--- config.mk ---
export PLATFORM = sky130hd
export DESIGN_NAME = fwd_hazard_unit
export DESIGN_NICKNAME = d
export VERILOG_FILES = /design/src/rtl/fwd_hazard_unit.sv
export SDC_FILE = /design/constraint.sdc
export NUM_CORES = 1
export LEC_CHECK = 0
export BUFFER_PORTS_ARGS = -buffer_cell sky130_fd_sc_hd__buf_2
export CORE_AREA = 2 2 125 127
export DETAILED_ROUTE_END_ITERATION = 12
export DIE_AREA = 0 0 127 129
export PLACE_DENSITY_LB_ADDON = 0.15
export SYNTH_ARGS = -nofsm -noshare
export SYNTH_HDL_FRONTEND = slang
export SYNTH_SLANG_ARGS = --single-unit
--- constraint.sdc ---
create_clock -name clk -period 3.8 [get_ports clk]
set_input_delay 0.38 -clock clk [delete_from_list [all_inputs] [get_ports clk]]
set_output_delay 0.38 -clock clk [all_outputs]
set_load 0.1 [all_outputs]
--- src/rtl/fwd_hazard_unit.sv ---
// Operand forwarding / hazard detection for the pipelined core: tracks in-flight
// destinations and Tnew per stage. Define FWD_HAZARD_STATS_EN to enable event counters.

module fwd_hazard_port #(
  parameter int W     = 32,
  parameter int DEPTH = 3,
  parameter int TW    = 2,
  parameter int SW    = 4
) (
  input  logic [DEPTH-1:0]         vld,
  input  logic [DEPTH-1:0][4:0]    dst,
  input  logic [DEPTH-1:0][TW-1:0] tnew,
  input  logic [DEPTH-1:0][W-1:0]  stage_data,
  input  logic [4:0]               addr,
  input  logic [TW-1:0]            tuse,
  input  logic [W-1:0]             rf_data,
  output logic [W-1:0]             data,
  output logic [SW-1:0]            sel,
  output logic                     stall
);
  logic          hit;
  logic [TW-1:0] m_tnew;
  logic [SW-1:0] m_sel;
  logic [W-1:0]  m_data;

  // Walk oldest to youngest so the lowest-index match is the one that sticks.
  always_comb begin
    hit    = 1'b0;
    m_tnew = '0;
    m_sel  = '0;
    m_data = '0;
    for (int k = DEPTH - 1; k >= 0; k--) begin
      if (vld[k] && dst[k] == addr && addr != 5'd0) begin
        hit    = 1'b1;
        m_tnew = tnew[k];
        m_sel  = SW'(k + 1);
        m_data = stage_data[k];
      end
    end
  end

  // A not-yet-ready youngest match shadows any older ready copy.
  always_comb begin
    sel   = (hit && m_tnew == '0) ? m_sel : '0;
    data  = (hit && m_tnew == '0) ? m_data : rf_data;
    stall = hit && (m_tnew > tuse);
  end
endmodule

module fwd_hazard_unit #(
  parameter int W      = 32,
  parameter int DEPTH  = 3,
  parameter int NUM_RD = 2,
  parameter int TW     = 2,
  parameter int SW     = 4
) (
  input  logic                 clk,
  input  logic                 reset,
  input  logic                 iss_valid,
  input  logic [4:0]           iss_dst,
  input  logic [TW-1:0]        iss_tnew,
  input  logic                 freeze,
  input  logic                 flush,
  input  logic [NUM_RD*5-1:0]  rd_addr,
  input  logic [NUM_RD*TW-1:0] rd_tuse,
  input  logic [NUM_RD*W-1:0]  rf_data,
  input  logic [DEPTH*W-1:0]   stage_data,
  output logic [NUM_RD*W-1:0]  fwd_data,
  output logic [NUM_RD*SW-1:0] fwd_sel,
  output logic                 stall_req,
  output logic [31:0]          stat_fwd,
  output logic [31:0]          stat_stall
);
  logic [DEPTH-1:0]         vld_pipe;
  logic [DEPTH-1:0][4:0]    dst_q;
  logic [DEPTH-1:0][TW-1:0] tnew_q;
  logic [DEPTH-1:0][W-1:0]  sd;
  logic [NUM_RD-1:0]        stall_vec;
  logic                     iss_ok;

  assign sd = stage_data;

  for (genvar i = 0; i < NUM_RD; i++) begin : g_port
    fwd_hazard_port #(.W(W), .DEPTH(DEPTH), .TW(TW), .SW(SW)) u_port (
      .vld        (vld_pipe),
      .dst        (dst_q),
      .tnew       (tnew_q),
      .stage_data (sd),
      .addr       (rd_addr[i*5 +: 5]),
      .tuse       (rd_tuse[i*TW +: TW]),
      .rf_data    (rf_data[i*W +: W]),
      .data       (fwd_data[i*W +: W]),
      .sel        (fwd_sel[i*SW +: SW]),
      .stall      (stall_vec[i])
    );
  end

  assign stall_req = |stall_vec;
  // Stalled issues are dropped; D re-presents them. r0 writes never need tracking.
  assign iss_ok = iss_valid && !stall_req && iss_dst != 5'd0;

  always_ff @(posedge clk) begin
    if (reset) begin
      vld_pipe <= '0;
      dst_q    <= '0;
      tnew_q   <= '0;
    end else if (flush) begin
      vld_pipe <= '0;
    end else if (!freeze) begin
      for (int k = DEPTH - 1; k >= 1; k--) begin
        vld_pipe[k] <= vld_pipe[k-1];
        dst_q[k]    <= dst_q[k-1];
        tnew_q[k]   <= (tnew_q[k-1] == '0) ? '0 : tnew_q[k-1] - TW'(1);
      end
      vld_pipe[0] <= iss_ok;
      dst_q[0]    <= iss_dst;
      tnew_q[0]   <= iss_tnew;
    end
  end

`ifdef FWD_HAZARD_STATS_EN
  logic [31:0] fwd_cnt, stall_cnt, nfwd;

  always_comb begin
    nfwd = '0;
    for (int i = 0; i < NUM_RD; i++)
      if (fwd_sel[i*SW +: SW] != '0) nfwd = nfwd + 32'd1;
  end

  always_ff @(posedge clk) begin
    if (reset) begin
      fwd_cnt   <= '0;
      stall_cnt <= '0;
    end else begin
      if (!freeze)  fwd_cnt   <= fwd_cnt + nfwd;
      if (stall_req) stall_cnt <= stall_cnt + 32'd1;
    end
  end

  assign stat_fwd   = fwd_cnt;
  assign stat_stall = stall_cnt;
`else
  assign stat_fwd   = '0;
  assign stat_stall = '0;
`endif
endmodule
======== Word-level counts from Yosys, hierarchy flattened ========
Index checks and enable logic that the tools add are counted.
storage, ports and cells
  memory bits (read-only) ................. 0
  word-level logic and storage cells ...... 78
  bits in writable memories ............... 0
  memories ................................ 0
  flip-flop bits (word level) ............. 24
  latch bits .............................. 0
operators by class
  muxes and demuxes ....................... 30
  bitwise gates (word level) .............. 2
  equal/unequal tests ..................... 6
  $lt $le $gt $ge ......................... 2
  div/mod/pow operators ................... 0
  shift operators ......................... 0
  $mul .................................... 0
  add/sub/neg operators ................... 2
  reduce and logical (&&, ||, !) cells .... 29
operators with widths
  cell                 count
  $mux 32              8
  $mux 2               16
  $eq 5x5->1           6
  $logic_and 1x1->1    18
  $reduce_bool 5->1    3
  $logic_not 2->1      4
  $mux 1               6
  $gt 2x2->1           2
  $reduce_or 2->1      2
  $sub 2x1->2 const B  2
  $not 1->1            2
  $reduce_and 2->1     1
  $logic_not 1->1      1

======== Depth between registers and ports, before layout ========
  depth in word-level cells ............... 12
  mapped depth ............................ 11
  mapped depth without buffers ............ 10

======== By module ========
From an unflattened synthesis, not the netlist that was laid out.
second synthesis, totals
  cells, all modules ...................... 643
  area total of the unflattened synthesis .. 4599.4 um^2
modules (own cells, without submodules)
  module           area each (um^2)  sequential area each (um^2)  times used  cells an instance
  fwd_hazard_port  1617.8            0.0                          2           236
  fwd_hazard_unit  1363.8            480.5                        1           171

======== Worst setup path after synthesis ========
Ideal clock, no wire load.
  path kind ............................... in2out
  start point ............................. input rd_addr[9]
  end point ............................... output fwd_data[32]
  data required time ...................... 3.420 ns
  stages .................................. 7
  path buffers ............................ 1
  path slack .............................. -0.135 ns
  arrival ................................. 3.555 ns
  cell sequence ........................... xor2_1 > nor4_1 > nand4_1 > or2_1 > a221oi_4 > buf_4 > mux2i_1
on the way
  word-level cells in the longest chain between the ends .. 9
  elaborated cells between the ends (all ways) .. 22
ends and longest elaborated chain
  item                             line  text
  from (decl)                      64    input logic [NUM_RD*5-1:0] rd_addr,
  $eq 5x5->1                       33    if (vld[k] && dst[k] == addr && addr != 5'd0) begin
  $logic_and 1x1->1 (2 in series)  33
  $mux 2 (3 in series)             33
  $logic_not 2->1                  45    data = (hit && m_tnew == '0) ? m_data : rf_data;
  $logic_and 1x1->1                45
  $mux 32 (*)                      45
  to (decl)                        68    output logic [NUM_RD*W-1:0] fwd_data,
Every way passes the cells marked *; elsewhere a longest branch is shown, timed or not.

======== Worst setup path after layout ========
  start point ............................. register dst_q[4] in the netlist's numbering
  end point ............................... output stall_req
on the way
  word-level cells in the longest chain between the ends .. 7
  elaborated cells between the ends (all ways) .. 15
ends and longest elaborated chain
  item                               line  text
  from (decl)                        75    logic [DEPTH-1:0][4:0] dst_q;
  from (signal, indexed assignment)  112   dst_q[k] <= dst_q[k-1];
  $eq 5x5->1                         33
  $logic_and 1x1->1 (2 in series)    33
  $mux 2                             33
  $gt 2x2->1                         46    stall = hit && (m_tnew > tuse);
  $logic_and 1x1->1                  46
  $reduce_or 2->1 (*)                98    assign stall_req = |stall_vec;
  to (decl)                          70    output logic stall_req,
Marks and branches as above.

==> impl_metrics.py <==
metrics = {
    "detailed_routing": {
        "wl_mm": 19.4,
        "wl_per_cell_um": 17.5,
        "via_per_inst": 4.95,
        "drcViolationCount": 0,
        "via_count": 5502,
        "drtPass1Iterations": 5,
        "ant_nets": 0,
        "first_iter_violations": 489,
    },
    "setup_path": {
        "critPathLaunch": "dst_q[4]",
        "crit_fanout": 38,
        "path_delay_family": "simple AND/OR/NAND/NOR gates",
        "crit_buf_inv": 2,
        "critPathMaxStageDelay_ns": 0.37,
        "start_kind": "flip-flop",
        "cp_slowest_cell": "dfxtp_1",
        "arrival_ns": 3.11,
        "crit_chain": "xor2_1 -> nor4_1 -> nand4_1 -> buf_4 -> o311ai_1 -> and2_1 -> ha_1 -> nor2b_1 -> o21ai_0 -> o22ai_2 -> buf_12",
        "worstSetupPathType": "flip-flop to output port",
        "r2r_start": "dst_q[4]",
        "end_kind": "output port",
        "worstPathRequired_ns": 3.42,
    },
    "die": {
        "die-area_um2": 16400,
        "die_h_um": 129,
        "io_pins": 323,
        "core-area_um2": 15000,
        "start_util_pct": 30.2,
        "die_x_um": 127,
        "rows": 45,
    },
    "run": {
        "maxCapViolations": 0,
    },
    "global_routing": {
        "antenna_found_initial": 3,
        "grt_max_degree": 39,
        "grt_pass1_wl_mm": 28.7,
        "grt_pass1_vias": 5051,
        "grt_overflow_total": 0,
        "grt_usage_pct": 21.8,
    },
    "placed_design": {
        "dp_hpwl_mm": 15.5,
        "gp_congestion": 0.926,
        "port_buffers": 254,
        "dp.cells": 1104,
    },
    "sta": {
        "relSlewSlack_pct": 57.4,
        "fin_crit_ns": 3.49,
        "clock_skew_ns": 0.00654,
        "finalCritPeriodShare_pct": 91.7,
        "rsz0062_at_grt": "false",
        "slew_viol_final": 0,
        "fmax_mhz": 287,
        "fin_setup_tns_ns": 0,
        "setup_viol": 0,
        "worst_slew_pin_slew_ns": 0.630,
        "hold_viol": 0,
    },
    "power": {
        "p_leak_nw": 2.88,
        "p_per_area_nw_per_um2": 215,
        "vdd_drop_max_uv": 368,
        "totalPowerFinal_mw": 1.43,
    },
    "run_status": {
        "outcome": "finished clean",
    },
    "synthesis": {
        "synth-edff-count": 0,
        "synth_fa_ha_area_share_pct": 1.11,
        "synth_seq_cells": 24,
        "synth_top_family_by_area": "compound AO/OA/AOI/OAI gates",
        "synthesis.instances": 695,
        "synthFlopType": "dfxtp_1",
        "synth-simple-area-share_pct": 22.3,
        "synth_area_um2": 4520,
        "synth_mux_area_share_pct": 15.1,
        "synth_compound_area_share_pct": 24.3,
        "seq_area_frac_synth_pct": 10.6,
        "ys_types": 42,
        "synth_area_per_cell_um2": 6.50,
        "synth_warnings": 0,
        "synth_xor_area_share_pct": 5.82,
        "synthArstFlopShare_pct": 0,
    },
    "clocking": {
        "cts_buffers": 3,
        "clockBufferDepth": 2,
        "cts_resized": 0,
        "h-tree-depth": 1,
        "clockRootBuffer": "clkbuf_16",
        "path_clk_slew_ns": 0.06,
        "postCtsSetupRepairBufs": 0,
        "cts_tree": "done",
        "cts.sinks": 24,
        "hold_buffers": 0,
        "insertion_delay_ns": 0.26,
    },
    "layout": {
        "drive_gt1_share_pct": 33.0,
        "area_growth_pct": 47.0,
        "final_nets": 1111,
        "stdcell_count": 1111,
        "final_util_pct": 44.4,
    },
    "worst_hold_path": {
        "min_path_type": "input port to flip-flop",
        "hp-start": "iss_tnew[0]",
    },
}
-- registers in the layout (all words and copies together), names as in the netlist --
name      flops
vld_pipe      3
tnew_q        6
dst_q        15
-- layout make-up --
class | count | area, µm²
flip-flops and latches | 24 | 480
multi-input cells | 564 | 3400
fillers | 1633 | 8330
diodes | 3 | 7.51
inverters | 50 | 188
repair buffers | 278 | 2240
well taps | 188 | 235
clock buffers | 4 | 88.8
-- worst min-delay path, cell delays in order --
cell	delay, ns
buf_2	0.09
nand2_1	0.05
a21oi_1	0.05
-- metrics by stage --
| stage | setup WS, ns | cell area [µm²] | hold slack [ns] |
|---|---|---|---|
| after floorplan | -0.135 | 4810 | 0.432 |
| after CTS | 0.334 | 6640 | 0.360 |
| after detailed placement | 0.388 | 6550 | 0.445 |
| after global placement | 0.476 | 6550 | 0.441 |
| after global routing | 0.0930 | 6640 | 0.365 |
| final | 0.314 | 6640 | 0.360 |
-- per-layer routing --
layer / vias up / global-route usage [%] / wire (µm)
li1: 2742 / - / -
met1: 2513 / 28.9 / 8320
met2: 233 / 38.4 / 9640
met3: 14 / 3.04 / 1330
met4: 0 / 3.10 / 142
met5: - / 0 / 0
-- cell usage in the layout (no fill, tap or decap), types with 4 or more instances in the layout --
cell	synthesis	final
inv_1	50	50
nor2_1	29	29
buf_4	74	22
xor2_1	24	24
conb_1	1	68
nor3_1	53	53
nand2_1	111	111
xnor2_1	6	6
ha_1	4	4
mux2_1	15	15
buf_12	0	53
nand4_1	7	7
o22ai_1	47	46
a21oi_1	41	41
and2_1	4	4
o21ai_0	53	53
o32a_1	18	18
or2_1	4	4
dfxtp_1	24	24
mux2i_1	48	40
buf_2	2	203
mux2i_2	0	8
nand3_1	4	4
-- worst paths after layout --
path	to	slack, ns	cells past startpoint
worst max-delay path	stall_req	0.31	11
worst max register to register	vld_pipe[0]	0.94	11
worst min register to register	tnew_q[4]	0.45	2
worst min-delay path	tnew_q[0]	0.36	3
-- synthesized netlist by cell type, types with 2 or more instances --
cell	number	share of area, %
a21oi_1	41	4.5
a221oi_4	2	1.2
a22o_1	2	0.39
and2_1	4	0.55
and3_1	2	0.28
buf_2	2	0.22
buf_4	74	12
clkbuf_1	47	3.9
dfxtp_1	24	11
ha_1	4	1.1
inv_1	50	4.2
mux2_1	15	3.7
mux2_2	3	0.75
mux2i_1	48	11
nand2_1	111	9.2
nand3_1	4	0.44
nand3b_1	2	0.33
nand4_1	7	0.97
nor2_1	29	2.4
nor2b_1	2	0.28
nor3_1	53	5.9
o21ai_0	53	5.9
o221a_2	2	0.50
o22ai_1	47	6.5
o311ai_1	2	0.39
o32a_1	18	4.0
or2_1	4	0.55
xnor2_1	6	1.2
xor2_1	24	4.7
-- where the power goes --
| group | total, mW | switching [mW] | internal [mW] |
|---|---|---|---|
| Combinational | 0.914 | 0.700 | 0.214 |
| Sequential | 0.265 | 0.00800 | 0.257 |
| Clock | 0.246 | 0.0854 | 0.161 |
-- cells by family (layout without fill, tap and decap cells) --
family | after synthesis | in the layout
XOR/XNOR | 30 | 30
other | 1 | 71
buffers and inverters | 174 | 332
multiplexers | 66 | 66
flip-flops | 24 | 24
AND/OR/NAND/NOR | 225 | 225
AO/OA/AOI/OAI | 171 | 171
adder cells (fa/ha/maj) | 4 | 4
No activity file was read; power rests on OpenSTA's default activity.
